--- config.mk ---
export PLATFORM = sky130hd
export DESIGN_NAME = pipeline_hazard_ctrl
export DESIGN_NICKNAME = d
export VERILOG_FILES = /design/src/rtl/pipeline_hazard_ctrl.sv
export SDC_FILE = /design/constraint.sdc
export NUM_CORES = 1
export LEC_CHECK = 0
export ABC_AREA = 1
export BUFFER_PORTS_ARGS = -buffer_cell sky130_fd_sc_hd__buf_4
export CAP_MARGIN = 0
export CORE_ASPECT_RATIO = 0.75
export CORE_MARGIN = 5
export CORE_UTILIZATION = 45
export DETAILED_ROUTE_END_ITERATION = 10
export GPL_TIMING_DRIVEN = 0
export MAX_ROUTING_LAYER = met4
export PLACE_DENSITY = 0.8
export SLEW_MARGIN = 10
export SYNTH_ARGS = -nofsm -noshare
export SYNTH_HDL_FRONTEND = slang
export SYNTH_SLANG_ARGS = --single-unit
export TNS_END_PERCENT = 30
--- constraint.sdc ---
create_clock -name clk -period 2.3 [get_ports clk]
set_input_delay 0.46 -clock clk [delete_from_list [all_inputs] [get_ports clk]]
set_output_delay 0.46 -clock clk [all_outputs]
set_load 0.05 [all_outputs]
--- src/rtl/pipeline_hazard_ctrl.sv ---
// pipeline_hazard_ctrl
// Sequences the PC and the four pipeline latches (IF/ID, ID/EX, EX/MEM, MEM/WB).
// Latch enables and flushes are decoded combinationally from the current state and
// the hazard inputs. Only the state, the sticky halt flag and the saturating
// stall-cycle counter are registered.
// A flushed latch always has its enable high as well, so that it loads a bubble.

module pipeline_hazard_ctrl #(
    parameter int REG_W = 5,
    parameter int CNT_W = 16
) (
    input  logic             clk,
    input  logic             rst_n,
    input  logic             ihit_i,
    input  logic             dhit_i,
    input  logic             mem_req_i,
    input  logic             mem_redirect_i,
    input  logic             mem_halt_i,
    input  logic             idex_dren_i,
    input  logic [REG_W-1:0] idex_rt_i,
    input  logic [REG_W-1:0] ifid_rs_i,
    input  logic [REG_W-1:0] ifid_rt_i,
    output logic             pc_en_o,
    output logic             pc_sel_o,
    output logic             ifid_en_o,
    output logic             ifid_flush_o,
    output logic             idex_en_o,
    output logic             idex_flush_o,
    output logic             exmem_en_o,
    output logic             exmem_flush_o,
    output logic             memwb_en_o,
    output logic             memwb_flush_o,
    output logic             halt_o,
    output logic [CNT_W-1:0] stall_cnt_o
);

    typedef enum logic [1:0] {
        RUN    = 2'd0,
        DWAIT  = 2'd1,
        DRAIN  = 2'd2,
        HALTED = 2'd3
    } state_t;

    typedef struct packed {
        logic pc_en;
        logic pc_sel;
        logic ifid_en;
        logic ifid_flush;
        logic idex_en;
        logic idex_flush;
        logic exmem_en;
        logic exmem_flush;
        logic memwb_en;
        logic memwb_flush;
    } ctl_t;

    state_t           state_q, state_d;
    logic             halt_q, halt_d;
    logic [CNT_W-1:0] stall_cnt_q, stall_cnt_d;

    ctl_t run_ctl;
    logic run_to_drain;
    ctl_t ctl;
    logic load_use;

    // A load in ID/EX whose destination feeds the instruction in IF/ID. Register 0 never creates a hazard.
    assign load_use = idex_dren_i && (idex_rt_i != '0) &&
                      ((idex_rt_i == ifid_rs_i) || (idex_rt_i == ifid_rt_i));

    // Normal-flow decode (halt > redirect > load-use > icache miss), shared by RUN and by DWAIT completion
    always_comb begin
        run_ctl      = '{pc_en: 1'b1, pc_sel: 1'b0,
                         ifid_en: 1'b1, ifid_flush: 1'b0,
                         idex_en: 1'b1, idex_flush: 1'b0,
                         exmem_en: 1'b1, exmem_flush: 1'b0,
                         memwb_en: 1'b1, memwb_flush: 1'b0};
        run_to_drain = 1'b0;
        if (mem_halt_i) begin
            run_ctl.pc_en       = 1'b0;
            run_ctl.ifid_flush  = 1'b1;
            run_ctl.idex_flush  = 1'b1;
            run_ctl.exmem_flush = 1'b1;
            run_to_drain        = 1'b1;
        end else if (mem_redirect_i) begin
            run_ctl.pc_sel      = 1'b1;
            run_ctl.ifid_flush  = 1'b1;
            run_ctl.idex_flush  = 1'b1;
            run_ctl.exmem_flush = 1'b1;
        end else if (load_use) begin
            run_ctl.pc_en      = 1'b0;
            run_ctl.ifid_en    = 1'b0;
            run_ctl.idex_flush = 1'b1;
        end else if (!ihit_i) begin
            run_ctl.pc_en      = 1'b0;
            run_ctl.ifid_flush = 1'b1;
        end
    end

    // State-dependent control selection and next-state logic; reset silences every control
    always_comb begin
        ctl     = '0;
        state_d = state_q;
        unique case (state_q)
            RUN: begin
                if (mem_req_i && !dhit_i) begin
                    state_d = DWAIT;
                end else begin
                    ctl     = run_ctl;
                    state_d = run_to_drain ? DRAIN : RUN;
                end
            end
            DWAIT: begin
                if (dhit_i) begin
                    ctl     = run_ctl;
                    state_d = run_to_drain ? DRAIN : RUN;
                end
            end
            DRAIN: begin
                ctl.ifid_en     = 1'b1;
                ctl.ifid_flush  = 1'b1;
                ctl.idex_en     = 1'b1;
                ctl.idex_flush  = 1'b1;
                ctl.exmem_en    = 1'b1;
                ctl.exmem_flush = 1'b1;
                ctl.memwb_en    = 1'b1;
                state_d         = HALTED;
            end
            HALTED: begin
                state_d = HALTED;
            end
            default: begin
                state_d = RUN;
            end
        endcase
        if (!rst_n) begin
            ctl = '0;
        end
    end

    // Next values for the sticky halt flag and the saturating stall counter
    always_comb begin
        halt_d      = (state_d == HALTED);
        stall_cnt_d = stall_cnt_q;
        if ((state_q != HALTED) && !ctl.pc_en && (stall_cnt_q != '1)) begin
            stall_cnt_d = stall_cnt_q + CNT_W'(1);
        end
    end

    // State, halt flag and stall counter registers
    always_ff @(posedge clk or negedge rst_n) begin
        if (!rst_n) begin
            state_q     <= RUN;
            halt_q      <= 1'b0;
            stall_cnt_q <= '0;
        end else begin
            state_q     <= state_d;
            halt_q      <= halt_d;
            stall_cnt_q <= stall_cnt_d;
        end
    end

    assign pc_en_o       = ctl.pc_en;
    assign pc_sel_o      = ctl.pc_sel;
    assign ifid_en_o     = ctl.ifid_en;
    assign ifid_flush_o  = ctl.ifid_flush;
    assign idex_en_o     = ctl.idex_en;
    assign idex_flush_o  = ctl.idex_flush;
    assign exmem_en_o    = ctl.exmem_en;
    assign exmem_flush_o = ctl.exmem_flush;
    assign memwb_en_o    = ctl.memwb_en;
    assign memwb_flush_o = ctl.memwb_flush;
    assign halt_o        = halt_q;
    assign stall_cnt_o   = stall_cnt_q;

endmodule

=== After elaboration in Yosys (flattened, before gate mapping) ===
Index checks and enable logic that the tools add are counted.

* Flip-flop bits (word level): 19
* Input port bits: 23
* Output and inout port bits: 27
* Word-level logic and storage cells: 50

* $add $sub $neg: 1
* Equality and inequality tests: 8
* Muxes and demuxes: 27
* Reduce and logical (&&, ||, !) cells: 11

{| class="wikitable"
|+ Operator list
! kind !! count
|-
| 10-bit 2-to-1 mux || 3
|-
| 7-bit case mux with 3 select lines || 1
|-
| 16-bit by 1-bit adder with 16-bit output (second input constant) || 1
|-
| 1-bit 2-to-1 mux || 16
|-
| 16-bit != test (second input constant) || 1
|-
| 5-bit == test || 2
|-
| 2-bit 2-to-1 mux || 4
|-
| 2-bit == test (second input constant) || 3
|-
| 2-bit case mux with 3 select lines || 1
|-
| 1-bit logical AND || 5
|-
| 5-bit nonzero test || 1
|-
| 2-bit case mux with 2 select lines || 1
|-
| 2-bit by 1-bit == test with 1-bit output (second input constant) || 1
|-
| 1-bit zero test || 2
|-
| 2-bit zero test || 1
|-
| 2-bit != test (second input constant) || 1
|-
| 1-bit case mux with 2 select lines || 1
|-
| 2-bit OR reduction || 1
|-
| 1-bit logical OR || 1
|}

=== Depth between registers and ports, before layout ===
* Word-level depth: 12
* Gate-level depth with buffers: 12
* Mapped depth without buffers: 11

=== Worst setup path before layout ===
Ideal clock, no wire load.

* Kind: input to output
* From: input port ifid_rs_i[4]
* To: output port idex_flush_o
* Arrival time: 2051 ps
* Required time: 1840 ps
* Setup slack: -211 ps
* Stages: 8
* Path buffers: 0
* Cell sequence: inv_1 -> nand2_1 -> nand2_1 -> nor2_1 -> nand3_1 -> nand2_1 -> nand2_1 -> o31ai_1

* Longest elaborated chain between the ends: 9
* Elaborated cells on any way between the ends: 10
* Classes of those cells: 1 x eq/ne; 7 x mux; 2 x reduce/logical

{| class="wikitable"
|+ RTL lines
! element !! line !! text
|-
| start, declared || 21 || <nowiki>input logic [REG_W-1:0] ifid_rs_i,</nowiki>
|-
| 5-bit == test (*) || 68 || <nowiki>((idex_rt_i == ifid_rs_i) || (idex_rt_i == ifid_rt_i));</nowiki>
|-
| 1-bit logical OR (*) || 68 ||
|-
| 1-bit logical AND (*) || 67 || <nowiki>assign load_use = idex_dren_i && (idex_rt_i != '0) &&</nowiki>
|-
| 1-bit 2-to-1 mux (*) || 89 || <nowiki>end else if (load_use) begin</nowiki>
|-
| 1-bit 2-to-1 mux (*) || 84 || <nowiki>end else if (mem_redirect_i) begin</nowiki>
|-
| 1-bit 2-to-1 mux (*) || 78 || <nowiki>if (mem_halt_i) begin</nowiki>
|-
| 10-bit 2-to-1 mux, on equally long branches || 113, 105 ||
|-
| 7-bit case mux with 3 select lines (*) || 103 || <nowiki>unique case (state_q)</nowiki>
|-
| 10-bit 2-to-1 mux (*) || 135 || <nowiki>if (!rst_n) begin</nowiki>
|-
| end, declared || 28 || <nowiki>output logic idex_flush_o,</nowiki>
|}

Every way passes the cells marked *; elsewhere a longest branch is shown, timed or not.

=== Worst setup path after layout ===
* From: register state_q[0]
* To: output port pc_en_o

* Longest elaborated chain between the ends: 3
* Elaborated cells on any way between the ends: 4
* Classes of those cells: 1 x eq/ne; 2 x mux; 1 x reduce/logical

{| class="wikitable"
|+ RTL lines
! element !! line !! text
|-
| start, declared || 57 || <nowiki>state_t state_q, state_d;</nowiki>
|-
| start signal, assigned || 156 || <nowiki>state_q <= state_d;</nowiki>
|-
| 2-bit by 1-bit == test with 1-bit output or 2-bit zero test (tied branches) || 103 ||
|-
| 2-bit case mux with 2 select lines (*) || 103 ||
|-
| 10-bit 2-to-1 mux (*) || 135 ||
|-
| end, declared || 23 || <nowiki>output logic pc_en_o,</nowiki>
|}

Marks and branches as above.

==> key figures <==
Run status
  – Status: completed

Floorplan
  – # IOs: 50
  – Die area: 0.00441 mm²
  – Die width: 75.0 µm
  – Initial core utilization: 47.6%
  – Core Area: 0.00300 mm²
  – Die Height: 58.8 µm
  – FP Rows: 17

Pwr
  – Switching Share: roughly a quarter
  – Combinational power share: between 10% and 20%
  – Sequential share of power: 51.5%
  – Total power: 0.649 mW
  – Share of power burned in the clock network: 36.2%
  – Pleak: between 1 and 1.5 nW
  – Internal Power: just under 0.5 mW
  – Pwr dens: 335 mW/mm²
  – Net Sw Power: 0.153 mW
  – Peak supply drop: between 0.0002 and 0.0003 V

Layout
  – Antenna cells: 0
  – Final Non-Filler Cells: 301
  – Post-route cell area: 0.00193 mm²
  – Fraction of layout cells with a size suffix above 1: 29.3%
  – Fill cell count: 263
  – Area grow syn2layout: 35.5%
  – Multi-input combinational cell area: roughly 810 µm²
  – Register area: 475 µm²
  – Nets: between 200 and 300

Worst setup path
  – Worst r2r dst: stall_cnt_o[15]$_DFFE_PN0P_
  – Critical Path RT: 1.84 ns
  – CP Class: flip-flop to primary output
  – CP Capture Type: primary output
  – R2R Path Start: stall_cnt_o[0]$_DFFE_PN0P_
  – Critical path launch point type: flip-flop
  – R2R depth: 9
  – Worst Path Max Fanout: 9
  – Worst EP arrival: around 1.7 ns
  – Worst reg-to-reg setup slack: 0.44 ns

Clock tree
  – Hold Buf Count CTS: 0
  – Clock latency on the worst-skew pair: 0.26 ns
  – Root buf cell: clkbuf_8
  – Clock Path Buffers: 2
  – Clk slew on worst S/H paths: 0.07 ns
  – CTS tree: done
  – H-tree Lvls: 1
  – Total CTS buffers: 3
  – CTS sink count: 19

Detailed routing
  – Final ANT Viol Nets: 0
  – WL/cell: between 10 and 15 µm
  – Vias per cell: 4.89
  – Initial DRC Count: 151
  – Vias: 1472
  – Drt total wl: around 3700 µm
  – DRC viols: 0
  – Drt first pass iters: 4

STA
  – Slew @ Worst Pin: 0.549 ns
  – Fin. max-slew vios: 0
  – Final hold viol count: 0
  – Total Neg Setup Slack: 0 ns
  – Final setup viols: 0
  – Unrepaired setup endpoints after global routing: false
  – Tmin final: about 2.1 ns
  – Final clock period utilization by the worst path: 92.9%
  – Layout Skew: 0.00216 ns
  – Max_slew headroom: 63.1%
  – Fmax: approximately 470 MHz

Placement
  – Global placement routability congestion: 0.920
  – IO Port Bufs: 48
  – Detailed Place HPWL: 2840 µm
  – Cell Area, Placed: 0.00184 mm²
  – Dpl cells: between 200 and 300

GRT
  – Initial antenna violation count: 0
  – Grt ovf: 0
  – First-pass GRT wire length: 6140 µm
  – Pin count of the biggest net entering global routing: 22
  – GRT Util Overall: 18.3%
  – Vias in the first global route: 1310

Logic synthesis
  – Post-synthesis sequential area ratio: around 33%
  – Mean post-synth cell area: 6.86 µm²
  – Syn Std Cell Area: 0.00143 mm²
  – Synthesis Warnings: 0
  – Distinct cells, synth: 27
  – Yosys reg bits: 19
  – Mapped Cells: roughly 210
  – Mapped Nets: around 230

Flow run
  – Max-cap viol count: 0

Min path
  – HP Class: primary input to async pin
layout make-up:
type                       count  area share, %
multi-input combinational    154           42.0
clock buffer                   4           2.33
sequential                    19           24.6
buffer                         7           2.98
timing repair buffer          53           20.6
tap                           38           2.46
inverter                      26           5.05
placed cells by master (no fill, tap or decap), types with 2 or more instances in the layout:
cell | Yosys | routed
nand2_1 | 77 | 76
dfrtp_1 | 19 | 19
buf_4 | 3 | 56
clkbuf_8 | 0 | 3
o21ai_0 | 3 | 3
nand3_1 | 7 | 7
inv_1 | 20 | 20
nor2_1 | 19 | 19
nand3_4 | 1 | 2
clkbuf_1 | 2 | 2
xnor2_1 | 11 | 11
nand4_1 | 18 | 18
inv_2 | 6 | 6
xor2_1 | 5 | 5
nor2_4 | 1 | 2
critical path, cell delays in order, from the launching register on:
cell and delay (ns):
dfrtp_1 0.41, o21bai_2 0.18, nand2_2 0.11, nor2_4 0.14, and3_1 0.21, nand2_4 0.10
nand2_1 0.07, buf_4 0.20
kinds of logic after synthesis:
family / Yosys count / synth area share, %
fa+ha+maj: 1 / 0.876
xor+xnor: 16 / 9.82
compound gates: 8 / 3.94
other cells: 1 / 0.263
simple gates: 128 / 40.3
flops: 19 / 33.3
buf+inv: 35 / 11.5
routing by layer:
metal	vias up	track usage, %	wire [µm]
li1	767	-	-
met1	652	25.4	1720
met2	49	27.4	1690
met3	4	3.41	206
met4	0	4.31	42
met5	-	-	0
synthesized netlist by cell type:
cell / instances / area (µm²)
nand2_1: 77 / 289
inv_1: 20 / 75.1
dfrtp_1: 19 / 475
nor2_1: 19 / 71.3
nand4_1: 18 / 113
xnor2_1: 11 / 96.3
nand3_1: 7 / 35.0
inv_2: 6 / 22.5
xor2_1: 5 / 43.8
buf_4: 3 / 22.5
o21ai_0: 3 / 15.0
buf_2: 2 / 10.0
clkbuf_1: 2 / 7.51
nand3_2: 2 / 20.0
o31ai_1: 2 / 15.0
and3_1: 1 / 6.26
buf_6: 1 / 11.3
buf_8: 1 / 15.0
conb_1: 1 / 3.75
ha_1: 1 / 12.5
nand2_2: 1 / 6.26
nand3_4: 1 / 17.5
nor2_2: 1 / 6.26
nor2_4: 1 / 11.3
o211ai_1: 1 / 7.51
o21a_1: 1 / 7.51
o21bai_2: 1 / 11.3
metrics by stage:
step	utilization (%)	worst slack (ns)	hold slack, ns
after global placement	61.4	-0.0154	0.353
final	64.5	0.164	0.0763
after global routing	64.5	0.0419	0.0851
after detailed placement	61.4	-0.0647	0.357
after floorplan	-	-0.192	0.164
after CTS	63.0	0.00490	0.0750
how the worst max path moves through the flow:
| stage | start | end | slack, ns |
|---|---|---|---|
| final | state_q[0]$_DFF_PN0_ | pc_en_o | 0.16 |
| after global routing | state_q[1]$_DFF_PN0_ | ifid_flush_o | 0.04 |
| after floorplan | idex_rt_i[1] | ifid_flush_o | -0.19 |
| after detailed placement | rst_n | pc_en_o | -0.06 |
| after global placement | mem_req_i | pc_en_o | -0.02 |
| after CTS | state_q[0]$_DFF_PN0_ | pc_en_o | 0.005 |
power groups by stage:
| stage | sequential, mW | clock (mW) | combinational, mW |
|---|---|---|---|
| final | 0.334 | 0.235 | 0.0797 |
| after global routing | 0.334 | 0.252 | 0.0902 |
| after CTS | 0.334 | 0.240 | 0.0792 |
| after detailed placement | 0.340 | 0 | 0.0780 |
| after global placement | 0.340 | 0 | 0.0764 |
| after floorplan | 0.340 | 0 | 0.0318 |
what timing repair did:
| item | CTS | global route |
|---|---|---|
| setup endpoints to repair | 2 | 2 |
| pin swaps | 0 | 1 |
| gates resized for setup | 2 | 2 |
| setup buffers | 0 | 5 |
flip-flops by register name (all words and copies together) (netlist names):
signal / flops
halt_o: 1
stall_cnt_o: 16
state_q: 2
(Power assumes the default switching activity.)
